File: config.mk
export PLATFORM = sky130hd
export DESIGN_NAME = sobol_bsgen
export DESIGN_NICKNAME = d
export VERILOG_FILES = /design/src/rtl/usadd_pkg.sv /design/src/rtl/unary_ones_cnt.sv /design/src/rtl/sobol_bsgen.sv
export SDC_FILE = /design/constraint.sdc
export NUM_CORES = 1
export LEC_CHECK = 0
export ABC_AREA = 0
export BUFFER_PORTS_ARGS = -buffer_cell sky130_fd_sc_hd__buf_2
export CAP_MARGIN = 20
export CORE_MARGIN = 5
export CORE_UTILIZATION = 33
export DETAILED_ROUTE_END_ITERATION = 16
export GPL_TIMING_DRIVEN = 0
export PLACE_DENSITY_LB_ADDON = 0.1
export SETUP_SLACK_MARGIN = 0.15
export SLEW_MARGIN = 20
export SYNTH_ARGS = -nofsm -noshare
export SYNTH_HDL_FRONTEND = slang
export SYNTH_SLANG_ARGS = --single-unit
export TNS_END_PERCENT = 1
File: constraint.sdc
create_clock -name iClk -period 4.7 [get_ports iClk]
set_input_delay 0.47 -clock iClk [delete_from_list [all_inputs] [get_ports iClk]]
set_output_delay 0.47 -clock iClk [all_outputs]
set_load 0.02 [all_outputs]
File: src/rtl/usadd_pkg.sv
// usadd_pkg
// Shared definitions for the unary scaled-add front end.
//   state_t    : bitstream generator FSM state (IDLE, RUN, LAST)
//   stream_len : stream length N = 2^bitwidth for a given operand width
package usadd_pkg;

   typedef enum logic [1:0] {
      ST_IDLE = 2'd0,
      ST_RUN  = 2'd1,
      ST_LAST = 2'd2
   } state_t;

   function automatic int stream_len(input int bitwidth);
      return 1 << bitwidth;
   endfunction

endpackage

File: src/rtl/unary_ones_cnt.sv
// unary_ones_cnt
// Enable/clear counter that tallies the ones of a unary bitstream.
//   clk_i  : clock, rising edge
//   rst_ni : asynchronous active-low reset, clears the count
//   clr_i  : synchronous clear, has priority over en_i
//   en_i   : increment by one this cycle
//   cnt_o  : current count (W bits)
module unary_ones_cnt #(
   parameter int W = 9
) (
   input  logic         clk_i,
   input  logic         rst_ni,
   input  logic         clr_i,
   input  logic         en_i,
   output logic [W-1:0] cnt_o
);

   logic [W-1:0] cnt_q;
   logic [W-1:0] cnt_d;

   always_comb begin
      cnt_d = cnt_q;
      if (clr_i) begin
         cnt_d = '0;
      end else if (en_i) begin
         cnt_d = cnt_q + W'(1);
      end
   end

   always_ff @(posedge clk_i or negedge rst_ni) begin
      if (!rst_ni) begin
         cnt_q <= '0;
      end else begin
         cnt_q <= cnt_d;
      end
   end

   assign cnt_o = cnt_q;

endmodule

File: src/rtl/sobol_bsgen.sv
// sobol_bsgen
// Converts a BITWIDTH-bit unsigned operand into a 2^BITWIDTH-cycle unary
// bitstream by strict unsigned compare against the Sobol word from sobolrng,
// which this block drives through oRngEn / oRngClr.
//
// Optional feature: define USADD_ONES_CNT_EN to add the oOnes port and the
// ones counter behind it. Without the macro the port and counter are absent.
//
// Ports:
//   iClk      : clock, rising edge
//   iRstN     : asynchronous active-low reset
//   iEn       : stall control, low freezes RUN progress
//   iClr      : synchronous abort to IDLE (priority over everything else)
//   iValid    : operand valid
//   iData     : operand, represents iData/N
//   oReady    : operand accept, high only in IDLE
//   iRng      : Sobol word from sobolrng
//   oRngEn    : sobolrng enable
//   oRngClr   : sobolrng clear
//   oBit      : registered bitstream bit
//   oBitValid : oBit qualifier
//   oDone     : one-cycle pulse coinciding with the final stream bit
//   oDbgState : current FSM state
//   oOnes     : ones count of the completed stream (USADD_ONES_CNT_EN only)
//
// Handshake: an operand transfers on a rising edge where iValid && oReady
// and iClr is low; oReady is combinational from state and never depends on
// iValid. The stream then follows with no backpressure on the bit side.
module sobol_bsgen
   import usadd_pkg::*;
#(
   parameter int BITWIDTH = 8
) (
   input  logic                iClk,
   input  logic                iRstN,
   input  logic                iEn,
   input  logic                iClr,
   input  logic                iValid,
   input  logic [BITWIDTH-1:0] iData,
   output logic                oReady,
   input  logic [BITWIDTH-1:0] iRng,
   output logic                oRngEn,
   output logic                oRngClr,
   output logic                oBit,
   output logic                oBitValid,
   output logic                oDone,
   output state_t              oDbgState
`ifdef USADD_ONES_CNT_EN
   ,
   output logic [BITWIDTH:0]   oOnes
`endif
);

   localparam logic [BITWIDTH-1:0] CNT_LAST = BITWIDTH'(stream_len(BITWIDTH) - 1);

   state_t              state_q;
   logic [BITWIDTH-1:0] operand_q;
   logic [BITWIDTH-1:0] cnt_q;
   logic                bit_q;
   logic                bit_valid_q;
   logic                done_q;

   logic [BITWIDTH-1:0] cnt_d;
   logic                bit_d;

   always_comb begin
      cnt_d = cnt_q + BITWIDTH'(1);
      // Strict greater-than: operand 0 gives no ones, N-1 gives N-1 ones.
      bit_d = (operand_q > iRng);
   end

   // IDLE holds the RNG in clear so every stream starts at sequence index 0.
   assign oReady  = (state_q == ST_IDLE);
   assign oRngClr = (state_q == ST_IDLE);
   assign oRngEn  = (state_q == ST_RUN) && iEn;

   always_ff @(posedge iClk or negedge iRstN) begin
      if (!iRstN) begin
         state_q     <= ST_IDLE;
         operand_q   <= '0;
         cnt_q       <= '0;
         bit_q       <= 1'b0;
         bit_valid_q <= 1'b0;
         done_q      <= 1'b0;
      end else if (iClr) begin
         // Abort keeps the operand; the next accept overwrites it anyway.
         state_q     <= ST_IDLE;
         bit_q       <= 1'b0;
         bit_valid_q <= 1'b0;
         done_q      <= 1'b0;
      end else begin
         case (state_q)
            ST_IDLE: begin
               bit_valid_q <= 1'b0;
               done_q      <= 1'b0;
               if (iValid) begin
                  operand_q <= iData;
                  cnt_q     <= '0;
                  state_q   <= ST_RUN;
               end
            end
            ST_RUN: begin
               done_q <= 1'b0;
               if (iEn) begin
                  bit_q       <= bit_d;
                  bit_valid_q <= 1'b1;
                  cnt_q       <= cnt_d;
                  // Final bit is captured on this edge, so LAST presents it
                  // together with the done pulse.
                  if (cnt_q == CNT_LAST) begin
                     state_q <= ST_LAST;
                     done_q  <= 1'b1;
                  end
               end else begin
                  bit_valid_q <= 1'b0;
               end
            end
            ST_LAST: begin
               bit_valid_q <= 1'b0;
               done_q      <= 1'b0;
               state_q     <= ST_IDLE;
            end
            default: begin
               state_q <= ST_IDLE;
            end
         endcase
      end
   end

   assign oBit      = bit_q;
   assign oBitValid = bit_valid_q;
   assign oDone     = done_q;
   assign oDbgState = state_q;

`ifdef USADD_ONES_CNT_EN
   logic ones_clr;
   logic ones_inc;

   // Counted at capture time so the total already includes the final bit
   // when oDone is presented.
   assign ones_clr = iClr || ((state_q == ST_IDLE) && iValid);
   assign ones_inc = (state_q == ST_RUN) && iEn && bit_d;

   unary_ones_cnt #(
      .W(BITWIDTH + 1)
   ) u_ones_cnt (
      .clk_i (iClk),
      .rst_ni(iRstN),
      .clr_i (ones_clr),
      .en_i  (ones_inc),
      .cnt_o (oOnes)
   );
`endif

endmodule

=== Word-level counts from Yosys, hierarchy flattened ===
Cells that the tools add are included.

* Logic and storage cells: 46
* Output and inout bits: 8
* Bits in latches: 0
* Register bits after elaboration: 21
* Memories: 0
* Bits in read-only memories: 0
* Memory bits (writable): 0
* Input bits: 21

* Reduce and logical (&&, ||, !) cells: 11
* Eq/ne operators: 8
* Add/sub/neg operators: 1
* Divide/modulo/power cells: 0
* Shifts and indexed selects: 0
* Multiply operators: 0
* Bitwise gates (word level): 1
* Magnitude comparators: 1
* Muxes and demuxes: 18

{| class="wikitable"
|+ Operator list
! cell !! count
|-
| two-way mux 8 bit || 2
|-
| one-hot mux 8 bit (2 select lines) || 1
|-
| adder 8 x 1 -> 8 bit, second input constant || 1
|-
| equality test 8 bit, second input constant || 1
|-
| greater-than comparator 8 bit || 1
|-
| two-way mux 1 bit || 8
|-
| two-way mux 2 bit || 4
|-
| inequality test 3 bit, second input constant || 2
|-
| AND reduction 3 bit || 2
|-
| nonzero test 2 bit || 3
|-
| inequality test 2 bit, second input constant || 2
|-
| one-hot mux 1 bit (2 select lines) || 2
|-
| one-hot mux 2 bit (2 select lines) || 1
|-
| AND reduction 4 bit || 1
|-
| inequality test 3 x 2 -> 1 bit, second input constant || 1
|-
| nonzero test 3 bit || 1
|-
| equality test 2 x 1 -> 1 bit, second input constant || 1
|-
| equality test 2 bit, second input constant || 1
|-
| zero test 2 bit || 1
|-
| AND reduction 2 bit || 1
|-
| OR reduction 2 bit || 1
|-
| logical AND 1 bit || 1
|-
| inverter 1 bit || 1
|}

=== Depth between registers and ports, before layout ===
Gate-level depths: netlist (run 1).

* Depth in word-level cells: 5
* Depth in mapped cells: 6
* Gate-level depth less buffers: 6

=== Least setup slack after synthesis (run 1) ===
No wires, ideal clock.

* Path type: register to register
* Start point: register state_q[0], in the netlist oDbgState[0]
* End point: register operand_q[7]
* Cell stages (with the launch flop): 5
* Period minus slack after synthesis: 1.710 ns
* Setup slack: 2.990 ns
* Setup time: 0.125 ns
* Path buffers: 2
* Required time: 4.575 ns
* Data arrival time: 1.585 ns
* Cells stage by stage: dfrtp_1 buf_6 nor4b_4 buf_4 mux2_2

* Word-level cells in the longest chain between the ends: 2

{| class="wikitable"
|+ Ends and longest elaborated chain
! item !! line !! text
|-
| start: declaration || sobol_bsgen.sv:56 || <nowiki>state_t state_q;</nowiki>
|-
| start signal: assignment || sobol_bsgen.sv:79 || <nowiki>state_q <= ST_IDLE;</nowiki>
|-
| start signal: assignment || sobol_bsgen.sv:87 || <nowiki>state_q <= ST_IDLE;</nowiki>
|-
| start signal: assignment || sobol_bsgen.sv:99 || <nowiki>state_q <= ST_RUN;</nowiki>
|-
| zero test 2 bit || sobol_bsgen.sv:92 || <nowiki>case (state_q)</nowiki>
|-
| AND reduction 3 bit (no line) || -- ||
|-
| end signal: assignment || sobol_bsgen.sv:97 || <nowiki>operand_q <= iData;</nowiki>
|-
| end: declaration || sobol_bsgen.sv:57 || <nowiki>logic [BITWIDTH-1:0] operand_q;</nowiki>
|}

No other way between the ends.
A chain may end at the register's enable or synchronous reset.

=== Final worst setup path (run 1) ===
* Start point: register state_q[1], in the netlist oDbgState[1]
* End point: output oRngEn

* Word-level cells in the longest chain between the ends: 2

{| class="wikitable"
|+ Ends and longest elaborated chain
! item !! line !! text
|-
| equality test 2 x 1 -> 1 bit || sobol_bsgen.sv:75 || <nowiki>assign oRngEn = (state_q == ST_RUN) && iEn;</nowiki>
|-
| logical AND 1 bit || sobol_bsgen.sv:75 ||
|-
| end: declaration || sobol_bsgen.sv:42 || <nowiki>output logic oRngEn,</nowiki>
|}

No other way between the ends.

==> impl_results.md, run 1 <==
* Gates resized, CTS repair at 0
* Static leakage at 0.6962 nW
* Crit path max fanout at 8
* Worst slew pin tran at 554.2 ps
* Crit end category: primary output
* Slowest cell on crit path: dfrtp_1
* Antenna viol nets, final at 0
* Share of layout cells above drive strength 1 at 31.47%
* Final Routed Wirelength at 2.360 mm
* Most common cell after layout, fill and taps aside: buf_2
* Setup-failing EPs final at 0
* Area of the multi-input gates at 599.3 um^2
* Synth Warn # at 0
* Drt pass-1 iters at 4
* FF+latch count, synth at 21
* Most frequent cells in the layout: buf_2 (28), dfrtp_1 (21), inv_1 (11)
* Pin count of the biggest net entering global routing at 22
* Cell variety after synth at 34
* Global-route wire length before repair at 4.215 mm
* RSZ-0062 raised after global routing: no
* Diode count at 0
* Routability Congestion at 0.7407
* # DRC at 0
* Fraction of the yosys area taken by sequential cells at 43.93%
* Full die area at 4929 um^2
* Cell area after layout at 1420 um^2
* Slowest cell delay on critical path at 630 ps
* Switch share at 28.24%
* CTS Buffer Depth at 2
* WL per Instance at 12.49 um
* Setup crit start kind: flip-flop
* Fill cell count at 360
* CTS tree: done
* Gr ovfl total at 0
* Status: finished, final reports clean
* Vias in the first global route at 912
* Gate power share at 22.6%
* Dpl hpwl at 1.821 mm
* Hold Buf Count CTS at 0
* Root Buffer: clkbuf_4
* Layout area overhead at 18.72%
* Most area-consuming cells after synthesis: dfrtp_1 (44%), ha_1 (9.4%), mux2_2 (6.6%)
* Mapped cell area at 1196 um^2
* Die height at 70.21 um
* Tot Pwr at 0.3823 mW
* CP Data Arrival Time at 1380 ps
* Core Footprint at 3416 um^2
* Pwr per Cell Area at 269.2 nW/um^2
* Relative slew slack at 62.89%
* Setup Skew at 5.512 ps
* Initial antenna violation count at 0
* Chip width at 70.21 um
* Final #Nets at 174
* Reg area at 525.5 um^2
* CP Buf/Inv Count at 1
* Cell Rows at 21
* Clock Power Share at 23.0%
* CTS buffer count at 3
* H-tree levels at 1
* Post-CTS setup buffer count at 0
* Setup total negative slack at 0 ps
* Setup ws final at 2853 ps
* Top-area cell type share of the netlist area at 43.93%
* Pins over their slew limit at 0
* Cell taking the most area after synthesis: dfrtp_1
* Vias at 904
* Net Sw Power at 0.1080 mW
* Syn_area_per_cell at 10.78 um^2
* Peak supply drop at 0.1141 mV
* Peak Freq at 541.5 MHz
* Placed inst area at 1394 um^2
* Max-cap violations at 0
* Post-route clock period utilization at 39.29%
* Synthesized instance count at 111
* WP data required at 4230 ps
* Clk_lat worst skew at 300 ps
* Cell Chain, Critical Path: nor2b_1 -> and2_1 -> buf_2
* Dpl ws at 2713 ps
* I/O Pins at 29
* Setup Crit Path Kind: reg2out
* Initial drt markers at 41
* Syn Nets at 141
* P_int at 0.2743 mW
* Seq pwr share at 54.3%
* Clk slew on worst S/H paths at 120 ps
* All-layer global routing usage at 10.74%
* CP top delay family: flip-flops
* Final core occ at 41.58%
* Hold Fails Final Rpt at 0
* Initial core utilization at 35.02%
* Period minus WS final at 1847 ps
* IO Port Bufs at 28
* Via/cell ratio at 4.783
* CTS sink count at 21
* Path type of the worst min-delay path: in2async
==> synthesized netlist by cell type (all sizes together) <==
master   instances
a211oi           1
a21oi            6
a41o             1
and2             2
and4             2
buf              3
clkbuf           1
dfrtp           21
ha               9
inv             11
mux2             8
mux2i            1
nand2            6
nand3            4
nand4            2
nand4bb          1
nor2             8
nor2b            2
nor3             3
nor3b            1
nor4b            1
nor4bb           1
o211ai           1
o21ai            5
o31ai            3
o32ai            1
or3              1
or4              2
xnor2            1
xor2             2
==> layout make-up <==
type                    count  share of cell area (%)
multi-input cells          75                   42.20
flip-flops and latches     21                   37.00
repair buffers             28                   9.868
well taps                  46                   4.053
inverters                  11                   2.907
plain buffers               4                   2.115
clock buffers               4                   1.850
==> worst reg2reg max path: stages (launching register included) <==
cell,delay [ps]
dfrtp_1,410
buf_6,140
nor4b_4,550
buf_4,280
mux2_2,340
==> metrics by stage <==
| step | hold WS, ps | cells |
|---|---|---|
| 2_1_floorplan | 174.4 | 111 |
| 3_3_place_gp | 465.1 | 185 |
| 3_5_place_dp | 468.9 | 185 |
| 4_1_cts | 123.5 | 189 |
| 5_1_grt | 131.0 | 189 |
| 6_report | 110.7 | 189 |
==> power by group through the flow <==
| stage | Sequential [mW] | Combinational [mW] | Clock (mW) |
|---|---|---|---|
| detailed placement | 0.212 | 0.0886 | 0 |
| CTS | 0.208 | 0.0891 | 0.0933 |
| finish | 0.208 | 0.0865 | 0.0881 |
| global placement | 0.211 | 0.0864 | 0 |
| floorplan | 0.211 | 0.0583 | 0 |
| global route | 0.211 | 0.100 | 0.103 |
==> final timing paths <==
path                                     end    startpoint  slack (ps)  depth (start not counted)
worst max register to register  operand_q[7]  oDbgState[0]        2880                          4
worst min-delay path            operand_q[2]         iRstN         110                          1
worst max-delay path                  oRngEn  oDbgState[1]        2850                          3
max in group asynchronous       operand_q[6]         iRstN        4260                          1
min in group iClk               operand_q[0]      iData[0]         370                          3
worst min register to register  operand_q[6]  operand_q[6]         520                          1
==> cells by family (layout without fill, tap and decap cells) <==
| logic type | after synthesis | in the layout | share of synthesized area, % |
|---|---|---|---|
| compound gates | 18 | 18 | 9.310 |
| xor+xnor | 3 | 3 | 2.197 |
| fa+ha+maj | 9 | 9 | 9.414 |
| buf+inv | 15 | 47 | 5.962 |
| flops | 21 | 21 | 43.93 |
| mux | 9 | 9 | 8.682 |
| simple gates | 36 | 36 | 20.50 |
==> registers in the layout, indices dropped and copies added, names as in the netlist <==
signal / count
cnt_q: 8
oBit: 1
operand_q: 8
oBitValid: 1
oDone: 1
oDbgState: 2
==> routing by layer <==
layer  part of all wire, %  wire length [um]  global-route usage, %  vias to the layer above
li1                      -                 -                      -                      458
met1                    47              1118                  14.47                      422
met2                    46              1091                  16.37                       22
met3                   5.3               125                  2.582                        2
met4                   1.1                25                  4.468                        0
met5                     0                 0                      0                        -
Power figures use the tool's default switching activity.
==> run 2, diff against run 1 <==
==> constraint.sdc (replaced) <==
create_clock -name iClk -period 1.7 [get_ports iClk]
set_input_delay 0.17 -clock iClk [delete_from_list [all_inputs] [get_ports iClk]]
set_output_delay 0.17 -clock iClk [all_outputs]
set_load 0.02 [all_outputs]
==> impl_results.md, run 2 (same netlist as run 1, synthesis figures left out) <==
* Routability Congestion at 0.6657
* CP Data Arrival Time at 1810 ps
* Hold Path Sink: operand_q[0]
* Path type of the worst min-delay path: in2reg
* RR Endpoint: cnt_q[5]
* Die height at 70.21 um
* CTS tree: done
* Gr ovfl total at 0
* CTS buffer count at 3
* Relative slew slack at 68.37%
* Clk_lat worst skew at 320 ps
* Crit Reg-Reg Startpoint: oDbgState[0]
* Most frequent cells in the layout: buf_2 (28), dfrtp_1 (19), inv_1 (11)
* Full die area at 4929 um^2
* Diode count at 0
* Root Buffer: clkbuf_4
* Chip width at 70.21 um
* Final Routed Wirelength at 2.399 mm
* Fill cell count at 350
* H-tree levels at 1
* Setup Crit Path Kind: reg2reg
* Dpl hpwl at 1.892 mm
* Post-route clock period utilization at 91.66%
* Hold_ws at 57.09 ps
* Via/cell ratio at 4.917
* Final #Nets at 177
* Setup-failing EPs final at 0
* Min-delay src: iData[0]
* Status: finished, final reports clean
* Pins over their slew limit at 0
* Layout area overhead at 23.01%
* Static leakage at 0.7127 nW
* Worst r2r path cells at 5
* R2r setup slk at 140 ps
* Final cell count without fillers at 192
* Core Footprint at 3416 um^2
* WP data required at 1960 ps
* Worst slew pin tran at 474.4 ps
* Peak Freq at 641.8 MHz
* Pin count of the biggest net entering global routing at 22
* Vias in the first global route at 996
* Vias at 944
* CTS sink count at 21
* Peak supply drop at 0.4971 mV
* Initial core utilization at 35.02%
* CTS Buffer Depth at 2
* Initial drt markers at 26
* Final core occ at 43.08%
* Hold Fails Final Rpt at 0
* Setup Skew at 16.36 ps
* Antenna viol nets, final at 0
* Drt pass-1 iters at 4
* Period minus WS final at 1558 ps
* Tot Pwr at 1.086 mW
* Placed cell count at 185
* # DRC at 0
* IO Port Bufs at 28
* RSZ-0062 raised after global routing: yes
* Clk slew on worst S/H paths at 130 ps
* Most common cell after layout, fill and taps aside: buf_2
* Hold depth at 3
* Initial antenna violation count at 0
* Pwr per Cell Area at 738.1 nW/um^2
* Crit end category: flip-flop
* Cell Rows at 21
* Setup crit start kind: flip-flop
* I/O Pins at 29
* All-layer global routing usage at 10.81%
* WL per Instance at 12.49 um
* Max-cap violations at 0
* Global-route wire length before repair at 4.340 mm
* Crit path max fanout at 9
* Share of layout cells above drive strength 1 at 36.30%
-- run 2: how the worst max path moves through the flow --
stage / startpoint / endpoint / slack [ps]
2_1_floorplan: oDbgState[0] / operand_q[7] / 60
3_3_place_gp: oDbgState[0] / operand_q[7] / -90
3_5_place_dp: oDbgState[0] / operand_q[7] / -100
4_1_cts: operand_q[1] / oBit / 100
5_1_grt: operand_q[1] / oBit / 60
6_report: oDbgState[0] / cnt_q[5] / 140
-- run 2: per-stage QoR --
stage          area, um^2  setup slack, ps  setup TNS, ps
2_1_floorplan        1201            56.50              0
3_5_place_dp         1399           -95.78         -95.78
6_report             1471            141.8              0
3_3_place_gp         1399           -94.39         -94.39
4_1_cts              1454            103.9              0
5_1_grt              1471            63.13              0
-- run 2: final cells by class --
| cell class | count | area, um^2 | share of cell area [%] |
|---|---|---|---|
| Buffer | 4 | 30.03 | 2.041 |
| Clock buffer | 3 | 22.52 | 1.531 |
| Clock inverter | 1 | 7.507 | 0.5102 |
| Inverter | 11 | 41.29 | 2.806 |
| Multi-Input combinational cell | 75 | 619.3 | 42.09 |
| Sequential cell | 21 | 528.0 | 35.88 |
| Tap cell | 46 | 57.56 | 3.912 |
| Timing Repair Buffer | 31 | 165.2 | 11.22 |
-- run 2: where the power goes --
part	total (mW)	internal [mW]	leakage [nW]	switching, mW
logic	0.259	0.135	0.428	0.123
clock network	0.252	0.0899	0.0139	0.162
registers	0.576	0.547	0.270	0.0285
-- run 2: worst max-delay path: stages (launching register included) --
cell     delay [ps]
dfrtp_2         420
buf_6           140
mux2_4          240
nand3_4          90
or4_1           470
a21oi_1         150
-- run 2: timing repair --
| item | 4_1_cts | 5_1_grt |
|---|---|---|
| hold endpoints to repair | 21 | 0 |
| gates resized for setup | 0 | 4 |
| endpoints found under the setup margin | 16 | 15 |
| buffers inserted | 2 | 0 |
| hold buffers | 1 | 0 |
| pin swaps | 1 | 1 |
-- run 2: per-layer routing --
metal	part of all wire (%)	GRT usage [%]
met4	0.92	2.553
met3	6.0	4.017
met5	0	0
met1	47	14.17
met2	46	16.89
